<file path="config.mk">
export PLATFORM = sky130hd
export DESIGN_NAME = spike_vote_classifier
export DESIGN_NICKNAME = d
export VERILOG_FILES = /design/src/rtl/spike_vote_classifier.sv
export SDC_FILE = /design/constraint.sdc
export NUM_CORES = 1
export LEC_CHECK = 0
export ABC_AREA = 1
export CAP_MARGIN = 20
export CORE_UTILIZATION = 55
export DETAILED_ROUTE_END_ITERATION = 10
export PLACE_DENSITY = 0.73
export SYNTH_ARGS = -nofsm -noshare
export SYNTH_HDL_FRONTEND = slang
export SYNTH_SLANG_ARGS = --single-unit
</file>
<file path="constraint.sdc">
create_clock -name clk -period 3.2 [get_ports clk]
set_clock_uncertainty 0.15 [all_clocks]
set_input_delay 0.64 -clock clk [delete_from_list [all_inputs] [get_ports clk]]
set_output_delay 0.64 -clock clk [all_outputs]
set_load 0.005 [all_outputs]
</file>
<file path="src/rtl/spike_vote_classifier.sv">
// Spike-vote readout: integrates signed per-class spike counts over a fixed
// window, then scans the counters and reports the highest-scoring class.
module spike_vote_classifier #(
  parameter int NUM_CLASSES   = 10,
  parameter int WINDOW_CYCLES = 256,
  parameter int COUNT_WIDTH   = 8,
  parameter int IDX_WIDTH     = 4
) (
  input  logic                   clk,
  input  logic                   reset,
  input  logic                   start,
  input  logic [NUM_CLASSES-1:0] pos_spikes,
  input  logic [NUM_CLASSES-1:0] neg_spikes,
  output logic                   busy,
  output logic                   result_valid,
  output logic [IDX_WIDTH-1:0]   class_out,
  output logic [COUNT_WIDTH-1:0] score_out
);

  localparam int TIMER_W = $clog2(WINDOW_CYCLES + 1);
  localparam logic [TIMER_W-1:0]   TIMER_LOAD = TIMER_W'(WINDOW_CYCLES);
  localparam logic [TIMER_W-1:0]   TIMER_LAST = TIMER_W'(1);
  localparam logic [IDX_WIDTH-1:0] IDX_LAST   = IDX_WIDTH'(NUM_CLASSES - 1);
  localparam logic [IDX_WIDTH-1:0] IDX_ONE    = IDX_WIDTH'(1);
  localparam logic signed [COUNT_WIDTH-1:0] CNT_MAX = {1'b0, {(COUNT_WIDTH-1){1'b1}}};
  localparam logic signed [COUNT_WIDTH-1:0] CNT_MIN = {1'b1, {(COUNT_WIDTH-1){1'b0}}};
  localparam logic signed [COUNT_WIDTH-1:0] CNT_ONE = COUNT_WIDTH'(1);

  typedef enum logic [1:0] {
    IDLE  = 2'd0,
    ACCUM = 2'd1,
    SCAN  = 2'd2,
    DONE  = 2'd3
  } state_t;

  state_t                                    state_reg;
  logic [TIMER_W-1:0]                        timer_reg;
  logic [IDX_WIDTH-1:0]                      scan_idx_reg;
  logic [IDX_WIDTH-1:0]                      best_idx_reg;
  logic signed [COUNT_WIDTH-1:0]             best_score_reg;
  logic [NUM_CLASSES-1:0][COUNT_WIDTH-1:0]   count_reg;
  logic [NUM_CLASSES-1:0][COUNT_WIDTH-1:0]   count_next;
  logic                                      busy_reg;
  logic                                      result_valid_reg;
  logic [IDX_WIDTH-1:0]                      class_out_reg;
  logic [COUNT_WIDTH-1:0]                    score_out_reg;

  logic signed [COUNT_WIDTH-1:0]             scan_count;
  logic                                      scan_take;

  // Per-class saturating accumulate; coincident pos/neg spikes cancel.
  genvar gi;
  generate
    for (gi = 0; gi < NUM_CLASSES; gi++) begin : g_class
      logic signed [COUNT_WIDTH-1:0] cur;
      logic                          inc;
      logic                          dec;

      assign cur = count_reg[gi];
      assign inc = pos_spikes[gi] && !neg_spikes[gi] && (cur != CNT_MAX);
      assign dec = neg_spikes[gi] && !pos_spikes[gi] && (cur != CNT_MIN);
      assign count_next[gi] = inc ? (cur + CNT_ONE) :
                              dec ? (cur - CNT_ONE) : cur;
    end
  endgenerate

  // Class 0 always seeds the best; later classes need a strictly larger count,
  // so ties resolve to the lowest index.
  assign scan_count = count_reg[scan_idx_reg];
  assign scan_take  = (scan_idx_reg == '0) || (scan_count > best_score_reg);

  always_ff @(posedge clk) begin
    if (reset) begin
      state_reg        <= IDLE;
      timer_reg        <= '0;
      scan_idx_reg     <= '0;
      best_idx_reg     <= '0;
      best_score_reg   <= '0;
      count_reg        <= '0;
      busy_reg         <= 1'b0;
      result_valid_reg <= 1'b0;
      class_out_reg    <= '0;
      score_out_reg    <= '0;
    end else begin
      result_valid_reg <= 1'b0;
      case (state_reg)
        IDLE: begin
          busy_reg <= start;
          if (start) begin
            count_reg    <= '0;
            timer_reg    <= TIMER_LOAD;
            scan_idx_reg <= '0;
            state_reg    <= ACCUM;
          end
        end

        ACCUM: begin
          busy_reg  <= 1'b1;
          count_reg <= count_next;
          timer_reg <= timer_reg - TIMER_LAST;
          if (timer_reg == TIMER_LAST) begin
            scan_idx_reg <= '0;
            state_reg    <= SCAN;
          end
        end

        SCAN: begin
          busy_reg <= 1'b1;
          if (scan_take) begin
            best_score_reg <= scan_count;
            best_idx_reg   <= scan_idx_reg;
          end
          if (scan_idx_reg == IDX_LAST) begin
            state_reg <= DONE;
          end else begin
            scan_idx_reg <= scan_idx_reg + IDX_ONE;
          end
        end

        DONE: begin
          // busy stays high through the result cycle; it drops on the next
          // IDLE edge unless a new start is accepted there.
          busy_reg         <= 1'b1;
          result_valid_reg <= 1'b1;
          class_out_reg    <= best_idx_reg;
          score_out_reg    <= best_score_reg;
          state_reg        <= IDLE;
        end

        default: begin
          busy_reg  <= 1'b0;
          state_reg <= IDLE;
        end
      endcase
    end
  end

  assign busy         = busy_reg;
  assign result_valid = result_valid_reg;
  assign class_out    = class_out_reg;
  assign score_out    = score_out_reg;

endmodule

</file>
==> impl_results.md <==
* Synth Flop Type: dfxtp_1
* Vias in the first global route at 8463
* Most frequent cells in the layout: nand2_1 (323), inv_1 (178), a21oi_1 (170)
* Hold violation count in the final report at 0
* Pwr Density at 932 nW/um2
* Die H at 134 um
* Hold Path Class: reg -> reg
* Worst path top cell family by delay: simple AND/OR/NAND/NOR gates
* Crit start category: register
* Status: completed
* Drt total wl at 24500 um
* Critical path type: reg -> reg
* Diode count at 0
* Async SR Flop Fraction at 0
* Post-synth EDFFs at 0
* Crit path capture type: register
* TNS Setup at 0 ns
* Chip width at 134 um
* Cells after synthesis at 1489
* Iter 0 DRT Violations at 615
* Critical Path, Cell by Cell: inv_2, buf_12, a21oi_1, o21ai_0, nand2_1, nand2_1, and3_1, inv_1, ha_1, nand2_1, nor2_1, nand2_1, nand2_1, nand2_1, nand2_1, nand2_1, nand2_4, nand3_1, nand2_1, nor2_1
* Initial antenna violation count at 0
* Drt pass-1 iters at 5
* Fin nets at 1620
* Tcrit/Tclk final at 0.913
* Hold buffer count at CTS at 0
* Yosys reg bits at 121
* Max rail drop VDD at 0.000400 V
* Setup violators final at 0
* RSZ-0062 raised after global routing: false
* Leading cell type in the layout, fill and taps excluded: nand2_1
* DR vias/cell at 5.48
* Mapped Nets at 1600
* Setup Slack @ Placement at 0.149 ns
* CP Data Arrival Time at 3.10 ns
* DRC at 0
* Die area at 18000 um2
* Global placer's final weighted congestion at 0.918
* Fin cells at 1742
* Synth area leader: dfxtp_1
* Slowest cell on the critical path: dfxtp_1
* Worst setup margin at 0.277 ns
* Clock sinks at 121
* Cell mode on critical path: nand2_1
* GR Util All Layers at 0.281
* TritonCTS clock tree: done
* Slew @ Worst Pin at 0.639 ns
* Seq/Total Area, Yosys at 0.252
* Share of post-route cells with drive strength above 1 at 0.0795
* First-pass GRT wire length at 40600 um
* Synthesis-to-layout area growth at 11.1%
* Io pins at 37
* Clk slew on worst S/H paths at 0.06 ns
* Top post-synthesis cells by area: dfxtp_1 (25%), nand2_1 (13%), ha_1 (10%)
* Slew Limit Fails at 0
* Critical path required time at 3.37 ns
* Power Total at 9.97 mW
* Design Area, Final at 10700 um2
* WL/cell at 14.1 um
* Placeable Area at 16800 um2
* Final core occ at 0.636
* Slew Limit Headroom at 0.574
* Yosys top cell area share at 0.252
* Mean Syn Cell Area at 6.46 um2
* Placed Cells at 1710
* Total vias in the final route at 9541
* Clock tree buffer depth at 2
* Grt ovf at 0
* H-tree depth at 4
* Leak pwr at 4.93 nW
* Detail Placement HPWL at 17800 um
* Largest fanout on the critical path at 24
* Root Driver: clkbuf_16
* Area of the mapped netlist at 9620 um2
* Post-place instance area at 10100 um2
* Crit-path max cell delay at 0.34 ns
* Num CTS Buffers at 17
* Setup Buffers After CTS at 0
* Hold_ws at 0.310 ns
* Synth warn at 0
* Fmax at 0.342 GHz
* Row count at 47
* Max Cap Viol at 0
* Starting density of the core at 0.572
* Min Clock Period, post-route at 2.92 ns
* Max reg flops at 80
* Distinct cells, synth at 50
* Port-buffer cells at 36
* Worst-Skew Late Latency at 0.42 ns
* Number of nets still failing antenna checks after routing at 0
* Largest net degree at the start of global routing at 53
* Worst path buffer plus inverter count at 3
-- synthesized netlist by cell type, drive strengths merged (4+ instances only) --
| master | count |
|---|---|
| nand2 | 345 |
| inv | 199 |
| a21oi | 171 |
| nor2 | 167 |
| o21ai | 123 |
| dfxtp | 121 |
| ha | 78 |
| nand3 | 76 |
| nand4 | 36 |
| nor3 | 33 |
| buf | 27 |
| clkbuf | 19 |
| xor2 | 14 |
| xnor2 | 12 |
| fa | 10 |
| a31oi | 9 |
| o21bai | 8 |
| or2 | 8 |
| o211ai | 6 |
| a31o | 5 |
| nand3b | 4 |
-- what timing repair did --
item                                   CTS  global route
gates resized for setup                  0             1
setup endpoints to repair                0            12
endpoints found under the hold margin    0             0
-- worst reg2reg max path, stage by stage (launching register included) --
cell	delay (ns)
dfxtp_1	0.34
inv_2	0.23
buf_12	0.18
a21oi_1	0.06
o21ai_0	0.09
nand2_1	0.08
nand2_1	0.06
and3_1	0.22
inv_1	0.06
ha_1	0.33
nand2_1	0.09
nor2_1	0.14
nand2_1	0.08
nand2_1	0.06
nand2_1	0.05
nand2_1	0.05
nand2_1	0.07
nand2_4	0.22
nand3_1	0.14
nand2_1	0.10
nor2_1	0.04
-- path summary, 6_finish.rpt --
path | startpoint | end | slack [ns] | depth (start not counted)
hold / removal | timer_reg[7] | timer_reg[7] | 0.31 | 1
setup reg to reg | scan_idx_reg[0] | best_idx_reg[3] | 0.28 | 20
hold reg to reg | timer_reg[7] | timer_reg[7] | 0.31 | 1
setup / recovery | scan_idx_reg[0] | best_idx_reg[3] | 0.28 | 20
-- power breakdown --
| part | internal (mW) | switching [mW] | total [mW] | leakage, nW |
|---|---|---|---|---|
| registers | 1.98 | 0.489 | 2.47 | 0.992 |
| logic | 2.05 | 3.50 | 5.55 | 3.65 |
| clock network | 1.16 | 0.787 | 1.95 | 0.282 |
| total | 5.20 | 4.77 | 9.97 | 4.93 |
-- metal layers --
metal	vias to the layer above	GRT usage	share of wire
met4	0	0.0986	0.023
met3	38	0.0518	0.058
met5	-	0	0
met2	268	0.462	0.45
li1	4963	-	-
met1	4272	0.369	0.47
-- cell families after synthesis --
family / after synthesis / synth area share
adders and majority gates: 88 / 0.122
and+or+nand+nor: 676 / 0.312
DFF: 121 / 0.252
xor gates and xnor gates: 26 / 0.0237
buffers and inverters: 246 / 0.106
AOI/OAI and AO/OA: 332 / 0.184
-- area by class of cell --
class | count | area (um2)
multi-input cells | 1122 | 6180
fillers | 1593 | 6130
flip-flops and latches | 121 | 2420
inverters | 200 | 758
repair buffers | 47 | 463
clock buffers | 17 | 425
well taps | 220 | 275
clock inverters | 15 | 166
(Power assumes the default switching activity.)
